`src/rtl/rv32_pkg.sv`:
```
// rv32_pkg: shared RV32 opcode constants and the decoded-entry bundle
// used between the decode stage and its helpers.
package rv32_pkg;

    localparam int XLEN   = 32;
    localparam int OP_LEN = 7;

    localparam logic [6:0] OP_LOAD   = 7'b0000011;
    localparam logic [6:0] OP_IMM    = 7'b0010011;
    localparam logic [6:0] OP_JALR   = 7'b1100111;
    localparam logic [6:0] OP_STORE  = 7'b0100011;
    localparam logic [6:0] OP_BRANCH = 7'b1100011;
    localparam logic [6:0] OP_LUI    = 7'b0110111;
    localparam logic [6:0] OP_AUIPC  = 7'b0010111;
    localparam logic [6:0] OP_JAL    = 7'b1101111;
    localparam logic [6:0] OP_OP     = 7'b0110011;
    localparam logic [6:0] OP_FENCE  = 7'b0001111;
    localparam logic [6:0] OP_SYSTEM = 7'b1110011;

    typedef struct packed {
        logic [XLEN-1:0] instr;
        logic [XLEN-1:0] pc;
        logic [XLEN-1:0] imm;
        logic            is_R;
        logic            illegal;
    } dec_t;

endpackage

```
`src/rtl/decode_stage_imm_gen.sv`:
```
// decode_stage_imm_gen: sign-extended immediate for every RV32 format;
// zero for R-type, FENCE/SYSTEM and unrecognised opcodes.
module decode_stage_imm_gen
    import rv32_pkg::*;
(
    input  logic [XLEN-1:0] instr,
    output logic [XLEN-1:0] imm
);

    // Pick the immediate layout from the opcode field.
    always_comb begin
        imm = '0;
        unique case (instr[6:0])
            OP_LOAD, OP_IMM, OP_JALR:
                imm = {{20{instr[31]}}, instr[31:20]};
            OP_STORE:
                imm = {{20{instr[31]}}, instr[31:25],
                       instr[11:7]};
            OP_BRANCH:
                imm = {{19{instr[31]}}, instr[31], instr[7],
                       instr[30:25], instr[11:8], 1'b0};
            OP_LUI, OP_AUIPC:
                imm = {instr[31:12], 12'b0};
            OP_JAL:
                imm = {{11{instr[31]}}, instr[31],
                       instr[19:12], instr[20],
                       instr[30:21], 1'b0};
            default:
                imm = '0;
        endcase
    end

endmodule

```
`src/rtl/decode_stage.sv`:
```
// decode_stage: registered RV32 decode with a 2-entry skid buffer
// (output register O + skid register S) and pipeline flush.
module decode_stage
    import rv32_pkg::*;
#(
    parameter int XLEN   = rv32_pkg::XLEN,
    parameter int OP_LEN = rv32_pkg::OP_LEN
) (
    input  logic            clk,
    input  logic            rst,
    input  logic            flush,
    input  logic            in_valid,
    output logic            in_ready,
    input  logic [XLEN-1:0] in_instr,
    input  logic [XLEN-1:0] in_pc,
    output logic            out_valid,
    input  logic            out_ready,
    output logic [XLEN-1:0] out_instr,
    output logic [XLEN-1:0] out_pc,
    output logic [XLEN-1:0] out_imm,
    output logic            out_is_type_R,
    output logic            out_illegal,
    output logic [31:0]     decode_count
);

    logic [XLEN-1:0]   imm;
    logic [OP_LEN-1:0] opcode;
    logic              is_R;
    logic              illegal;
    dec_t              dec_in;
    dec_t              o_q;
    dec_t              s_q;
    logic              o_valid;
    logic              s_valid;
    logic [31:0]       count_q;
    logic              accept;
    logic              transfer;

    decode_stage_imm_gen u_imm (
        .instr (in_instr),
        .imm   (imm)
    );

    assign opcode = in_instr[OP_LEN-1:0];

    // Opcode legality and R-type flag; low bits 2'b11 are
    // implied by every supported opcode value.
    always_comb begin
        is_R    = 1'b0;
        illegal = 1'b0;
        unique case (opcode)
            OP_LOAD, OP_IMM, OP_JALR, OP_STORE,
            OP_BRANCH, OP_LUI, OP_AUIPC, OP_JAL,
            OP_FENCE, OP_SYSTEM:
                illegal = 1'b0;
            OP_OP:
                is_R = 1'b1;
            default:
                illegal = 1'b1;
        endcase
    end

    assign dec_in = '{instr:   in_instr,
                      pc:      in_pc,
                      imm:     imm,
                      is_R:    is_R,
                      illegal: illegal};

    assign in_ready = ~s_valid;
    assign accept   = in_valid & ~s_valid;
    assign transfer = o_valid & out_ready;

    // Skid buffer control: EMPTY -> ONE -> FULL and back, FIFO order.
    always_ff @(posedge clk) begin
        if (rst) begin
            o_valid <= 1'b0;
            s_valid <= 1'b0;
            o_q     <= '0;
            s_q     <= '0;
        end else if (flush) begin
            o_valid <= 1'b0;
            s_valid <= 1'b0;
        end else if (!o_valid) begin
            if (accept) begin
                o_q     <= dec_in;
                o_valid <= 1'b1;
            end
        end else if (!s_valid) begin
            if (accept && transfer) begin
                o_q <= dec_in;
            end else if (accept) begin
                s_q     <= dec_in;
                s_valid <= 1'b1;
            end else if (transfer) begin
                o_valid <= 1'b0;
            end
        end else if (transfer) begin
            o_q     <= s_q;
            s_valid <= 1'b0;
        end
    end

    // Handed-downstream counter; a transfer during flush still counts.
    always_ff @(posedge clk) begin
        if (rst) begin
            count_q <= '0;
        end else if (transfer) begin
            count_q <= count_q + 32'd1;
        end
    end

    assign out_valid     = o_valid;
    assign out_instr     = o_q.instr;
    assign out_pc        = o_q.pc;
    assign out_imm       = o_q.imm;
    assign out_is_type_R = o_q.is_R;
    assign out_illegal   = o_q.illegal;
    assign decode_count  = count_q;

endmodule

```
`config.mk`:
```
export PLATFORM = sky130hd
export DESIGN_NAME = decode_stage
export DESIGN_NICKNAME = d
export VERILOG_FILES = /design/src/rtl/rv32_pkg.sv /design/src/rtl/decode_stage_imm_gen.sv /design/src/rtl/decode_stage.sv
export SDC_FILE = /design/constraint.sdc
export NUM_CORES = 1
export LEC_CHECK = 0
export ABC_AREA = 1
export CORE_MARGIN = 3
export CORE_UTILIZATION = 45
export DETAILED_ROUTE_END_ITERATION = 8
export PLACE_DENSITY = 0.71
export SETUP_SLACK_MARGIN = 0.4
export SYNTH_ARGS = -nofsm -noshare
export SYNTH_HDL_FRONTEND = slang
export SYNTH_SLANG_ARGS = --single-unit
export TNS_END_PERCENT = 20
```
`constraint.sdc`:
```
create_clock -name clk -period 2.3 [get_ports clk]
set_input_delay 0.46 -clock clk [delete_from_list [all_inputs] [get_ports clk]]
set_output_delay 0.46 -clock clk [all_outputs]
set_load 0.01 [all_outputs]
```
==> run_results.csv <==
group,metric,value,unit
worst_setup_path,cp_top_family,"buffers and inverters",
drt,drt_iter0_markers,628,
global_routing,grt_overflow,0,
timing,relSlewSlack,0.526,
timing,setup_viol,0,
floorplanning,core,21400,µm²
drt,drc,0,
floorplanning,die_w,154,µm
timing,worstMarginPinSlew,0.712,ns
timing,fmaxAchievable,513,MHz
flow_run,maxCapViolations,0,
clock_network,clock_latency,0.53,ns
worst_setup_path,critPathMaxFanout,2,
layout,seqCellArea,4640,µm²
clock_network,tritoncts,"yes",
layout,finalInstanceArea,13200,µm²
timing,post-route-min-period,1.95,ns
drt,ant_nets,0,
worst_setup_path,path_cells,"clkdlybuf4s50_1",
drt,routed_via_density,5.23,
drt,wire_per_inst,15.4,µm
synthesis,synth_area,9910,µm²
global_routing,grt_start_max_net_pins,87,
synthesis,yosysWarnings,0,
placement,portBuffers,200,
layout,drive_above_1_share,0.0707,
timing,rsz0062_at_grt,"yes",
worst_setup_path,crit_path_max_incr_delay,0.62,ns
worst_hold_path,hold_class,"in -> reg",
synthesis,yosysUniqueCellTypes,31,
status,status,"finished, final reports clean",
clock_network,cts_buffers,26,
timing,final_max_slew_viol_count,0,
drt,dr.pass1.iters,5,
worst_setup_path,crit_slowest_cell,"clkdlybuf4s50_1",
drt,routed_wirelength,29200,µm
floorplanning,io_pins,201,
placement,place_congestion,0.915,
layout,layout_common_cells,"354 x nand2_1, 244 x nor2_1, 207 x dfxtp_1, 172 x clkdlybuf4s50_1, 170 x o21ai_0",
worst_setup_path,endpoint_kind,"output port",
clock_network,clkSlewWorstSetupHoldPaths,0.06,ns
global_routing,first_global_vias,9335,
placement,dp_hpwl,18700,µm
layout,final_common_cell,"nand2_1",
synthesis,yosysSeqAreaShare,0.465,
floorplanning,num_rows,53,
power_and_ir_drop,p_per_area,736,nW/µm²
floorplanning,die_area,23800,µm²
timing,report.final.hold_viol_count,0,
global_routing,antenna_found_initial,1,
worst_setup_path,worstSetupPathType,"reg -> out",
power_and_ir_drop,p_leak,5.61,nW
worst_setup_path,required,1.84,ns
worst_setup_path,start_kind,"flip-flop",
layout,areaGrowthSynthToFinish,33.3,%
floorplanning,start_util,0.464,
synthesis,netlist_instances,1443,
floorplanning,die_height,154,µm
global_routing,grt_pass1_wl,47900,µm
timing,fin_crit_sh,0.848,
timing,clock_skew,0.00966,ns
synthesis,yosys_register_bits,230,
synthesis,syn-num-nets,1513,
drt,num_vias,9941,
worst_setup_path,r2r_slack,0.60,ns
worst_setup_path,critical_path_buf_inv_count,1,
layout,n_fill_cell,1929,
timing,finalSetupTns,0,ns
synthesis,syn_area_per_cell,6.87,µm²
placement,placed_cell_area,12200,µm²
layout,fin_nets,1676,
clock_network,htreeDepth,1,
clock_network,cts-root-buf,"clkbuf_16",
clock_network,clkSinkCount,230,
power_and_ir_drop,ir_worst_vdd,0.000478,V
power_and_ir_drop,power,9.71,mW
layout,multi_input_area,4620,µm²
clock_network,clk_path_buf_depth,3,
global_routing,grt_usage,0.237,
worst_setup_path,critical_path_arrival,1.49,ns
## area by class of cell
| class | count | area share |
|---|---|---|
| inverters | 80 | 0.0231 |
| multi-input cells | 1041 | 0.350 |
| diodes | 1 | 0.000190 |
| clock buffers | 39 | 0.0629 |
| well taps | 275 | 0.0261 |
| clock inverters | 9 | 0.00938 |
| repair buffers | 227 | 0.177 |
| flip-flops and latches | 230 | 0.351 |
## worst paths after layout
path	endpoint	startpoint	cells after the start
setup / recovery	out_imm[7]	out_imm[7]	1
hold / removal	out_instr[28]	rst	4
setup reg to reg	out_imm[6]	s_valid	8
hold reg to reg	s_q[10]	s_q[10]	2
## logic make-up after synthesis
family                     share of synthesized area
DFF                                            0.465
and+or+nand+nor                                0.263
xor gates and xnor gates                     0.00177
AOI/OAI and AO/OA                              0.199
adders and majority gates                    0.00126
buffers and inverters                         0.0706
## flip-flops by register name (all words and copies together), names as in the netlist
signal,count
out_valid,1
out_instr,32
out_pc,32
out_imm,32
s_valid,1
decode_count,32
s_q,98
out_is_type_R,1
out_illegal,1
## cells in the mapped netlist, drive strengths merged
cell type  number  area, µm²
a211oi          1       7.51
a21oi         107        539
a31oi          64        400
and3            1       6.26
buf            35        185
clkbuf         57        214
clkinv          1       3.75
dfxtp         230       4600
ha              1       12.5
inv            79        297
nand2         357       1350
nand3          46        235
nand3b          2       15.0
nand4           5       31.3
nor2          250        956
nor3            1       5.00
nor4            1       6.26
o211ai          1       7.51
o21a            1       7.51
o21ai         200       1000
o21bai          1       7.51
xor2            2       17.5
## power breakdown
group          leakage [nW]  switching (mW)  internal [mW]
Clock                 0.479            1.67           2.82
Combinational          3.25           0.497          0.483
Sequential             1.89          0.0947           4.15
Total                  5.61            2.26           7.46
## metrics by stage
stage                util  setup slack (ns)  hold WS [ns]  instances
floorplan               -             0.776         0.446       1443
global placement    0.571             0.119         0.459       1853
detailed placement  0.571            0.0589         0.459       1853
CTS                 0.616             0.296         0.371       1901
global route        0.618             0.297         0.401       1902
finish              0.618             0.350         0.388       1902
## what timing repair did
action                                  in CTS  in global routing
gates resized for setup                     23                 28
hold buffers                                 0                  0
buffers inserted                             0                  0
endpoints found under the setup margin      63                 88
## layer usage
| metal | share of wire | track usage | up-vias |
|---|---|---|---|
| met5 | 0 | 0 | - |
| met4 | 0.024 | 0.0627 | 0 |
| met3 | 0.067 | 0.0386 | 51 |
| met2 | 0.46 | 0.380 | 323 |
| met1 | 0.45 | 0.335 | 4521 |
| li1 | - | - | 5046 |
Power figures use the tool's default switching activity.
